### config.mk
export PLATFORM = sky130hd
export DESIGN_NAME = inj_arbiter
export DESIGN_NICKNAME = d
export VERILOG_FILES = /design/src/rtl/router_pkg.sv /design/src/rtl/rr_arbiter.sv /design/src/rtl/inj_arbiter.sv
export SDC_FILE = /design/constraint.sdc
export NUM_CORES = 1
export LEC_CHECK = 0
export BUFFER_PORTS_ARGS = -buffer_cell sky130_fd_sc_hd__buf_2
export CORE_UTILIZATION = 53
export DETAILED_ROUTE_END_ITERATION = 8
export PLACE_DENSITY = 0.87
export RECOVER_POWER = 100
export SETUP_SLACK_MARGIN = 0.02
export SKIP_CTS_REPAIR_TIMING = 1
export SLEW_MARGIN = 30
export SYNTH_ARGS = -nofsm -noshare
export SYNTH_HDL_FRONTEND = slang
export SYNTH_SLANG_ARGS = --single-unit
### constraint.sdc
create_clock -name clk -period 10.1 [get_ports clk]
set_clock_uncertainty 0.15 [all_clocks]
set_input_delay 1.515 -clock clk [delete_from_list [all_inputs] [get_ports clk]]
set_output_delay 1.515 -clock clk [all_outputs]
set_load 0.005 [all_outputs]
### src/rtl/router_pkg.sv
// Shared router types: injection packet format and injection-arbiter defaults.
package router_pkg;

    localparam int N_INJ_REQ = 4;
    localparam int INJ_CNT_W = 16;

    typedef logic [INJ_CNT_W-1:0] inj_cnt_t;

    typedef struct packed {
        logic [3:0]  dst;
        logic [3:0]  src;
        logic [23:0] data;
    } pkt_t;

endpackage

### src/rtl/rr_arbiter.sv
// Combinational rotating-priority picker: search starts just above ptr.
module rr_arbiter
    import router_pkg::*;
#(
    parameter int N_REQ = N_INJ_REQ
) (
    input  logic [N_REQ-1:0]         req,
    input  logic [$clog2(N_REQ)-1:0] ptr,
    output logic [N_REQ-1:0]         grant
);

    localparam int PW = $clog2(N_REQ);

    logic           found;
    logic [PW-1:0]  sel;

    always_comb begin
        grant = '0;
        found = 1'b0;
        sel   = '0;
        for (int k = 1; k <= N_REQ; k++) begin
            sel = PW'((int'(ptr) + k) % N_REQ);
            if (!found && req[sel]) begin
                grant[sel] = 1'b1;
                found      = 1'b1;
            end
        end
    end

endmodule

### src/rtl/inj_arbiter.sv
// Local injection arbiter: round-robin over requesters into one registered
// output entry, with per-requester accepted-packet counters.
module inj_arbiter
    import router_pkg::*;
#(
    parameter int N_REQ = N_INJ_REQ,
    parameter int CNT_W = $bits(inj_cnt_t)
) (
    input  logic                        clk,
    input  logic                        arst_n,
    input  logic [N_REQ-1:0]            req_valid,
    input  pkt_t [N_REQ-1:0]            req_pkt,
    output logic [N_REQ-1:0]            req_ready,
    input  logic [N_REQ-1:0]            req_en,
    output logic                        out_valid,
    output pkt_t                        out_pkt,
    input  logic                        out_ready,
    input  logic                        cnt_clr,
    output logic [N_REQ-1:0][CNT_W-1:0] grant_cnt
);

    localparam int PW = $clog2(N_REQ);

    logic [PW-1:0]    last_grant;
    logic [PW-1:0]    win_idx;
    logic [N_REQ-1:0] eligible;
    logic [N_REQ-1:0] grant;
    logic             load_en;
    logic             accept;

    assign eligible = req_valid & req_en;
    assign load_en  = !out_valid || out_ready;

    rr_arbiter #(
        .N_REQ (N_REQ)
    ) u_rr (
        .req   (eligible),
        .ptr   (last_grant),
        .grant (grant)
    );

    // Gate with arst_n so nothing is offered while reset is held.
    assign req_ready = (arst_n && load_en) ? grant : '0;
    assign accept    = |req_ready;

    always_comb begin
        win_idx = '0;
        for (int i = 0; i < N_REQ; i++) begin
            if (grant[i]) win_idx = PW'(i);
        end
    end

    always_ff @(posedge clk or negedge arst_n) begin
        if (!arst_n) begin
            out_valid  <= 1'b0;
            out_pkt    <= '0;
            last_grant <= PW'(N_REQ - 1);
        end else begin
            if (load_en) out_valid <= accept;
            if (accept) begin
                out_pkt    <= req_pkt[win_idx];
                last_grant <= win_idx;
            end
        end
    end

    always_ff @(posedge clk or negedge arst_n) begin
        if (!arst_n) begin
            grant_cnt <= '0;
        end else if (cnt_clr) begin
            grant_cnt <= '0;
        end else if (accept) begin
            grant_cnt[win_idx] <= grant_cnt[win_idx] + CNT_W'(1);
        end
    end

endmodule

==> summary.txt, run 1 <==
Logic synthesis
  • Synth async-reset ratio: 1.00
  • Unique cell type count in the Yosys netlist: 71
  • Top FF cell, synth: dfrtp_1
  • Avg Inst Size Synth: between 9 and 10 sq um
  • Post-Syn Area: between 6000 and 7000 sq um
  • Synthesized netlist cell count: about 640
  • Synthesized Nets: 785
  • EDFF count, synth: 0
  • Yosys warns: 0
  • Register area share after synthesis: 0.410
  • Synth Register Bits: 99

Layout
  • Layout cell share with drive strength beyond 1: 0.245
  • Area grow syn2layout: 23.2%
  • Final design utilization: 0.679
  • Nets: 1001

STA
  • Max Freq: ~140 MHz
  • Max Slew Vio Count: 189
  • Hold WS: 340 ps
  • Slew HR: -0.970
  • Setup TNS: 0 ps
  • Final setup violation count: 0
  • Endpoints failing hold: 0
  • Fin crit period: approximately 7200 ps
  • Worst-Margin Slew: 2960 ps
  • Final period util: 0.712
  • RSZ-0062 raised after global routing: false

Floorplan
  • Starting Density: 0.551
  • Num rows: 38
  • Ports: 241
  • Die height: 109 microns
  • Core area: 11000 sq um
  • Die Wd: 109 microns
  • Die footprint: 11800 sq um

Clock tree
  • CTS tree: built
  • Clk Latency, worst-skew pair: 340 ps
  • CTS buffer count: 9
  • Clock Tree Buf Depth: 2
  • Clock sink total: 99
  • CTS clk-pin slew, worst paths: roughly 70 ps
  • H-tree depth: 3
  • CTS root buf: clkbuf_16

Critical path
  • CP bufs+invs: 3
  • CP Launch Type: input pin
  • Setup crit end kind: output port
  • Top delay family on crit path: buffers and inverters
  • Critical R2R Launch: last_grant[0]$_DFFE_PN1P_
  • Crit path DAT: 5530 ps
  • Critical Path, Cell by Cell: clkbuf_1 > nand3_1 > inv_1 > clkbuf_1
  • Worst path depth: 4
  • CP max stage delay: 1830 ps
  • Reg2Reg Depth: 12
  • Most frequent CP cell: clkbuf_1
  • Crit-path max FO: 49
  • Critical Setup Path Class: input pin to output port
  • Crit-path slowest cell: clkbuf_1
  • Critical Path Source: arst_n
  • Critical Path RT: 8440 ps

Power
  • Pwr dens: between 300 and 400 nW/um^2
  • Total Power: about 2.4 mW
  • VDD IR-drop max: 0.198 mV
  • Static Leak: 3.44 nW

Global route
  • Pin count of the biggest net entering global routing: 64
  • Global-route wire length before repair: 32.7 mm
  • Vias in the first global route: 6283
  • Global route total overflow: 0
  • GR Util All Layers: 0.364
  • Initial antenna violation count: 3

Routing
  • Via Count: 6626
  • First-pass detailed-route iteration total: 8
  • Detailed Route WL: 20.8 mm
  • Routed Antenna Nets: 0
  • Avg WL per Cell: 20.8 microns
  • Routed vias/inst: 6.63
  • DRC violations left: 0
  • DRT iter0 DRCs: 659

Placement
  • DP HPWL: 14.9 mm
  • Port buffer count: 240
  • Placer Congestion: 0.900

Hold path
  • Beginning of the worst hold path: out_pkt[0]$_DFFE_PN0P_
  • Hold Path Cell Cnt: 2
  • HP Class: flop to flop

Run
  • MaxCap Viol Count: 5

Run status
  • Failing checks: max-capacitance violations, max-slew violations
  • Status: complete, but fails checks
==> layer usage <==
layer | vias to the layer above | share of wire | global-route usage
met5 | - | 0 | 0
met1 | 3149 | 0.37 | 0.457
met4 | 0 | 0.042 | 0.177
met2 | 497 | 0.48 | 0.593
li1 | 2898 | - | -
met3 | 82 | 0.10 | 0.0831
==> stage by stage <==
stage / instances / setup WS, ps / cell area [sq um]
after CTS: 997 / 4180 / 7630
final: 1000 / 2900 / 7450
after global placement: 979 / 4170 / 7300
after global routing: 1000 / 2290 / 7450
after floorplan: 636 / 4660 / 6050
after detailed placement: 981 / 4050 / 7340
==> layout by cell type (no fill, tap or decap), types with 4 or more instances in the layout <==
master / count
a222oi_1: 30
nand4_1: 16
nand3b_1: 11
nor4_1: 5
dfrtp_1: 97
o21ai_0: 39
a31oi_1: 4
a211oi_1: 13
and2_1: 7
o21bai_1: 4
a22o_1: 6
nor2_1: 44
mux2i_1: 48
nor3_1: 9
a21o_1: 7
a21oi_1: 27
buf_4: 7
or3_1: 12
o211ai_1: 13
inv_1: 13
clkbuf_1: 80
o22ai_1: 11
xnor2_1: 6
ha_1: 9
buf_2: 167
and3_1: 5
a311oi_1: 6
nand3_1: 16
clkbuf_16: 9
o221ai_1: 7
nand2_1: 65
==> cell families after synthesis <==
group           count (synthesis)  share of synthesized area
compound gates                199                      0.247
xor+xnor                        7                     0.0101
fa+ha+maj                       9                     0.0186
buf+inv                        62                     0.0467
flops                          99                      0.410
mux                            50                     0.0850
simple gates                  210                      0.183
==> synth_stat cells (all sizes together) (13+ instances only) <==
library cell | number | area share
dfrtp | 97 | 0.40
nand2 | 65 | 0.040
mux2i | 48 | 0.079
nor2 | 45 | 0.028
o21ai | 43 | 0.037
a222oi | 30 | 0.050
clkbuf | 30 | 0.019
a21oi | 28 | 0.023
buf | 18 | 0.019
nand3 | 18 | 0.019
nand4 | 17 | 0.020
inv | 14 | 0.0087
a211oi | 13 | 0.016
o211ai | 13 | 0.016
==> flip-flops by register name, summed over array words and instances (netlist names) <==
register,cells
grant_cnt,64
last_grant,2
out_pkt,32
out_valid,1
==> layout make-up <==
type                       count  area (sq um)
sequential                    99          2480
antenna                        3          7.51
timing repair buffer         253          1180
clock inverter                 3          21.3
tap                          140           175
fill                         923          3530
inverter                      14          52.6
multi-input combinational    475          3260
clock buffer                  13           270
==> worst min-delay path, delay by kind of cell, from the launching register on <==
family / cells / cell delay (ps)
flops: 1 / 340
simple gates: 1 / 50
compound gates: 1 / 60
==> report_power, final <==
part,internal [mW],switching (mW),total [mW],leakage [nW]
sequential,0.514,0.0957,0.609,1.32
combinational,0.508,0.910,1.42,1.98
clock,0.188,0.147,0.335,0.142
total,1.21,1.15,2.36,3.44
==> path summary, 6_finish.rpt <==
kind | endpoint | slack, ps
worst max-delay path | req_ready[3] | 2900
worst min-delay path | out_pkt[0]$_DFFE_PN0P_ | 340
worst max register to register | grant_cnt[11]$_DFFE_PN0P_ | 3760
worst min register to register | out_pkt[0]$_DFFE_PN0P_ | 340
max in group asynchronous | grant_cnt[8]$_DFFE_PN0P_ | 4120
min in group asynchronous | grant_cnt[5]$_DFFE_PN0P_ | 1840
Power figures use the tool's default switching activity.
==> run 2: changes to the inputs <==
Settings changed: CORE_UTILIZATION 53 to 45, PLACE_DENSITY 0.87 to 0.79.
Clock period 10.1 ns to 6.5 ns, I/O delays scaled along.
==> run 2 against run 1 <==
  * The run still ends with max-capacitance violations, max-slew violations left
  * Wire length decreased by 1.0%
  * Combinational power increased by 56%
  * Non-clock buffer count increased by 2
  * Critical path type is now flop to flop
  * Highest routed layer unchanged
  * Clock power increased by 67%
  * Count of clock-buffer cells in the layout decreased by 4
  * First-iteration DRC count increased by 25%
  * Sequential share of layout area decreased by 0.70 points
==> summary.txt, run 2 (synthesis gave the netlist of run 1 again) <==
STA
  • Fin crit period: 5570 ps
  • RSZ-0062 raised after global routing: false
  • Setup WS post-layout: 934 ps (-1970 ps)
  • Max Freq: about 180 MHz
  • Worst-Margin Slew: 2110 ps (-841 ps)
  • Setup TNS: 0 ps (unchanged)
  • Slew HR: -0.409 (+0.561)
  • Endpoints failing hold: 0 (unchanged)
  • Final setup violation count: 0 (unchanged)
  • Final period util: 0.856
  • Max Slew Vio Count: 85 (-55%)

Routing
  • DRC violations left: 0 (unchanged)
  • First-pass detailed-route iteration total: 8 (unchanged)
  • Routed Antenna Nets: 0 (unchanged)
  • Via Count: 6357 (-4.1%)
  • Detailed Route WL: 20.6 mm (-1.0%)
  • Routed vias/inst: 6.17 (-6.9%)
  • Avg WL per Cell: 20.0 microns (-4.0%)
  • DRT iter0 DRCs: 823 (+25%)

Critical path
  • Setup crit end kind: flop
  • Crit-path slowest cell: clkbuf_1
  • Crit path DAT: 5650 ps (+120 ps)
  • CP bufs+invs: 4 (+1)
  • Crit-path max FO: 19 (-61%)
  • Critical R2R Launch: last_grant[0]$_DFFE_PN1P_
  • Critical Setup Path Class: flop to flop
  • Top delay family on crit path: buffers and inverters
  • Critical Path Source: last_grant[0]$_DFFE_PN1P_
  • Critical Path, Cell by Cell: inv_1 > ha_1 > or3_1 > o211a_1 > o211ai_1 > clkbuf_1 > nand3_1 > inv_1 > clkbuf_1 > nand4_1 > mux2_1
  • CP Launch Type: flop
  • CP max stage delay: 810 ps (-1020 ps)
  • Critical Path RT: 6580 ps (-1860 ps)

Layout
  • Diodes inserted: 0 (-3)
  • Biggest registers after layout: grant_cnt (64), out_pkt (32), last_grant (2)
  • Most common cell after layout, fill and taps aside: buf_2
  • Max reg flops: 64 (unchanged)
  • Layout cell share with drive strength beyond 1: 0.282 (+0.0367)
  • Area grow syn2layout: 25.9%
  • Commonest non-fill, non-tap cells in the layout: 195 x buf_2, 97 x dfrtp_1, 65 x nand2_1
  • Nets: 1003 (+0.20%)
  • Filler instances: 1153 (+25%)
  • Final non-filler cell total: 1031 (+3.1%)
  • Largest reg by FF count: grant_cnt

Global route
  • Initial antenna violation count: 0 (-3)
  • Vias in the first global route: 6082 (-3.2%)
  • GR Util All Layers: 0.299 (-0.0650)
  • Global-route wire length before repair: 32.8 mm (+0.30%)
  • Pin count of the biggest net entering global routing: 85 (+33%)
  • Global route total overflow: 0 (unchanged)

Power
  • Pwr dens: 488 nW/um^2 (+54%)
  • VDD IR-drop max: 0.278 mV (+41%)
  • Static Leak: 3.61 nW (+4.9%)
  • Total Power: 3.72 mW (+57%)

Placement
  • Pre-CTS WS: 1450 ps (-2600 ps)
  • Placer Congestion: 0.912 (+1.4%)
  • Port buffer count: 240 (unchanged)
  • DP HPWL: 15.0 mm (+0.92%)
  • Placed insts: 1014 (+3.4%)

Run status
  • Failing checks: max-capacitance violations, max-slew violations
  • Status: complete, but fails checks

Clock tree
  • H-tree depth: 3 (unchanged)
  • Clk Latency, worst-skew pair: 350 ps (about the same)
  • CTS clk-pin slew, worst paths: 70 ps (about the same)
  • CTS tree: built
  • CTS buffer count: 9 (unchanged)
  • Clock sink total: 99 (unchanged)
  • CTS root buf: clkbuf_16
  • Clock Tree Buf Depth: 2 (unchanged)

Floorplan
  • Core area: 12900 sq um (+17%)
  • Ports: 241 (unchanged)
  • Die height: 118 microns (+8.4%)
  • Die Wd: 118 microns (+8.4%)
  • Die footprint: 13900 sq um (+17%)
  • Num rows: 41 (+7.9%)
  • Starting Density: 0.470 (-0.0810)

Hold path
  • HP Class: flop to flop
  • Beginning of the worst hold path: out_pkt[23]$_DFFE_PN0P_

Run
  • MaxCap Viol Count: 1 (-4)
==> run 2: changes by cell type in the layout (fill, tap and decap cells not counted), moves of 3 or more <==
cell / delta
buf_2: +28
clkbuf_1: -31
diode_2: -3
clkbuf_8: -3
==> run 2: worst paths after layout <==
check / end / slack (ps) / depth (start not counted)
worst max-delay path: grant_cnt[62]$_DFFE_PN0P_ / 930 / 11
max in group asynchronous: grant_cnt[8]$_DFFE_PN0P_ / 2890 / 2
worst max register to register: grant_cnt[62]$_DFFE_PN0P_ / 930 / 11
worst min register to register: out_pkt[23]$_DFFE_PN0P_ / 350 / 2
min in group asynchronous: out_pkt[27]$_DFFE_PN0P_ / 660 / 1
worst min-delay path: out_pkt[23]$_DFFE_PN0P_ / 350 / 2
==> run 2: worst min-delay path, stage by stage (launching register included) <==
cell      delay, ps
dfrtp_1         350
nand2_1          50
o221ai_1         60
==> run 2: power breakdown <==
group	leakage [nW]	internal, mW	switching, mW
combinational	2.14	0.825	1.39
sequential	1.32	0.795	0.148
clock	0.150	0.305	0.253
==> run 2: area by class of cell <==
type	instances	area, sq um	share of cell area
timing repair buffer	255	1280	0.168
sequential	99	2480	0.326
tap	172	215	0.0283
multi-input combinational	475	3280	0.431
clock inverter	7	82.6	0.0108
clock buffer	9	225	0.0296
inverter	14	52.6	0.00690
==> run 2: layer usage <==
layer | routed length [microns] | vias to the layer above | global-route usage
li1 | - | 2886 | -
met2 | 10100 | 347 | 0.496
met5 | 0 | - | 0
met4 | 551 | 0 | 0.119
met1 | 8380 | 3079 | 0.381
met3 | 1530 | 45 | 0.0591
==> run 2: stage by stage <==
step                      area, sq um  hold slack (ps)   util
after floorplan                  6050              330      -
after global placement           7360              321  0.572
after detailed placement         7390              327  0.574
after CTS                        7700              337  0.598
after global routing             7610              359  0.591
final                            7610              347  0.591
==> run 3: changes to the inputs <==
Settings changed: BUFFER_PORTS_ARGS -buffer_cell sky130_fd_sc_hd__buf_2 to unset, CORE_UTILIZATION 45 to 56, DONT_BUFFER_PORTS set to 1, PLACE_DENSITY 0.79 to 0.75.
==> run 3 against run 2 <==
  * The flow finishes with violations (design-rule violations, max-capacitance violations, max-slew violations)
  * Non-clock buffer count decreased by 244
  * Critical path depth increased by 2
  * Combinational power decreased by 12%
  * Final cell count decreased by 27%
  * Utilization increased by 0.86 points
  * Register-to-register slack got worse by 50 ps
  * Fmax decreased by 0.97%
  * Highest routed layer unchanged
==> summary.txt, run 3 (synthesis gave the netlist of run 1 again) <==
Routing
  • DRT iter0 DRCs: 676 (-18%)
  • Detailed Route WL: 18.9 mm (-8.1%)
  • DRC violations left: 7 (+7)
  • Avg WL per Cell: 25.2 microns (+26%)
  • Routed Antenna Nets: 0 (unchanged)
  • Via Count: 5494 (-14%)
  • First-pass detailed-route iteration total: 9 (+1)
  • Routed vias/inst: 7.33 (+19%)

Layout
  • Filler instances: 880 (-24%)
  • Layout cell share with drive strength beyond 1: 0.0700 (-0.212)
  • Largest reg by FF count: grant_cnt
  • Commonest non-fill, non-tap cells in the layout: 97 x dfrtp_1, 65 x nand2_1, 48 x mux2i_1
  • Diodes inserted: 0 (unchanged)
  • Most common cell after layout, fill and taps aside: dfrtp_1
  • Nets: 759 (-24%)
  • Reg area: 2480 sq um (unchanged)
  • Max reg flops: 64 (unchanged)
  • Finished Cell Area: 6250 sq um (-18%)
  • Multi-input logic area: 3280 sq um (+0.19%)
  • Area grow syn2layout: 3.31%
  • Biggest registers after layout: grant_cnt (64), out_pkt (32), last_grant (2)
  • Final design utilization: 0.600 (+0.00859)

Floorplan
  • Starting Density: 0.581 (+0.111)
  • Ports: 241 (unchanged)
  • Die Wd: 106 microns (-10%)
  • Die footprint: 11200 sq um (-19%)
  • Core area: 10400 sq um (-19%)
  • Die height: 106 microns (-10%)
  • Num rows: 37 (-9.8%)

Power
  • Clock share of power: 0.121 (-0.029)
  • Cell-internal power: 1.68 mW (-13%)
  • Share of power burned in registers: 0.298 (+0.045)
  • Switching fraction of total power: 0.500 (+0.0177)
  • Gate power share: 0.582 (-0.014)
  • Total Power: 3.35 mW (-9.8%)
  • P_sw: 1.68 mW (-6.5%)
  • VDD IR-drop max: 0.227 mV (-18%)
  • Pwr dens: 537 nW/um^2 (+9.9%)
  • Static Leak: 2.64 nW (-27%)

Critical path
  • Crit-path max FO: 26 (+7)
  • CP max stage delay: 810 ps (about the same)
  • Critical Path, Cell by Cell: inv_2 > ha_1 > and4b_1 > mux2i_1 > o211a_1 > o211a_1 > nand3_2 > o221ai_1 > ha_1 > nand3_1 > or3_1 > o21ai_0 > a311oi_1
  • Reg2reg setup slack: 880 ps (-50 ps)
  • Critical Path RT: 6540 ps (-40 ps)
  • Top delay family on crit path: compound AO/OA/AOI/OAI gates
  • Crit path DAT: 5660 ps (about the same)
  • Critical Setup Path Class: flop to flop
  • CP Launch Type: flop
  • Crit-path slowest cell: o211a_1
  • CP bufs+invs: 1 (-3)
  • Setup crit end kind: flop

STA
  • Fin crit period: 5620 ps (+54.5 ps)
  • Final setup violation count: 0 (unchanged)
  • Slew HR: -0.117 (+0.292)
  • Endpoints failing hold: 0 (unchanged)
  • Final period util: 0.865 (+0.00838)
  • Setup TNS: 0 ps (unchanged)
  • Worst-Margin Slew: 1680 ps (-439 ps)
  • Max Freq: 178 MHz (-0.97%)
  • RSZ-0062 raised after global routing: false
  • Max Slew Vio Count: 37 (-56%)
  • Setup WS post-layout: 880 ps (-54.5 ps)

Clock tree
  • Clock sink total: 99 (unchanged)
  • CTS buffer count: 9 (unchanged)
  • CTS clk-pin slew, worst paths: 90 ps (+20 ps)
  • Clk Latency, worst-skew pair: 370 ps (+20 ps)
  • Clock Tree Buf Depth: 2 (unchanged)
  • CTS root buf: clkbuf_8
  • CTS tree: built
  • H-tree depth: 3 (unchanged)

Global route
  • Global route total overflow: 0 (unchanged)
  • Initial antenna violation count: 0 (unchanged)
  • Pin count of the biggest net entering global routing: 103 (+21%)
  • GR Util All Layers: 0.337 (+0.0381)
  • Global-route wire length before repair: 29.2 mm (-11%)
  • Vias in the first global route: 5334 (-12%)

Placement
  • Port buffer count: 0 (-100%)
  • Pre-CTS WS: 1110 ps (-340 ps)
  • Post-DP Area: 6100 sq um (-18%)
  • Placer Congestion: 0.890 (-2.5%)
  • DP HPWL: 13.3 mm (-11%)

Run status
  • Failing checks: design-rule violations, max-capacitance violations, max-slew violations
  • Status: complete, but fails checks

Run
  • MaxCap Viol Count: 1 (unchanged)

Hold path
  • HP Class: input pin to async pin
==> run 3: path summary, 6_finish.rpt <==
check | startpoint | to | cells after the start
max reg2reg | last_grant[0]$_DFFE_PN1P_ | grant_cnt[58]$_DFFE_PN0P_ | 13
min reg2reg | out_pkt[0]$_DFFE_PN0P_ | out_pkt[0]$_DFFE_PN0P_ | 2
min in group clk | out_pkt[0]$_DFFE_PN0P_ | out_pkt[0]$_DFFE_PN0P_ | 2
max in group asynchronous | arst_n | last_grant[0]$_DFFE_PN1P_ | 0
min | arst_n | out_pkt[25]$_DFFE_PN0P_ | 0
max | last_grant[0]$_DFFE_PN1P_ | grant_cnt[58]$_DFFE_PN0P_ | 13
==> run 3: through the flow <==
step / hold slack [ps] / instances
6_report: 139 / 750
5_1_grt: 109 / 750
4_1_cts: 114 / 750
3_5_place_dp: 377 / 735
3_3_place_gp: 373 / 735
2_1_floorplan: 330 / 636
==> run 3: cell type report <==
class	count	share of cell area
clock buffer	13	0.0254
inverter	14	0.00841
multi-input combinational	475	0.526
tap	136	0.0272
sequential	99	0.397
timing repair buffer	11	0.0108
clock inverter	2	0.00561
==> run 3: power groups by stage <==
stage,Clock [mW],Sequential (mW),Combinational (mW)
finish,0.404,0.998,1.95
CTS,0.414,0.995,1.93
global route,0.432,1.01,2.12
detailed placement,0,1.00,1.93
global placement,0,0.999,1.86
floorplan,0,0.917,1.58
==> run 3: metal layers <==
layer	vias up	GRT usage	part of all wire	wire length [microns]
li1	2385	-	-	-
met1	2742	0.458	0.41	7740
met2	350	0.514	0.46	8760
met3	17	0.115	0.12	2210
met4	0	0.0923	0.011	208
met5	-	0	0	0
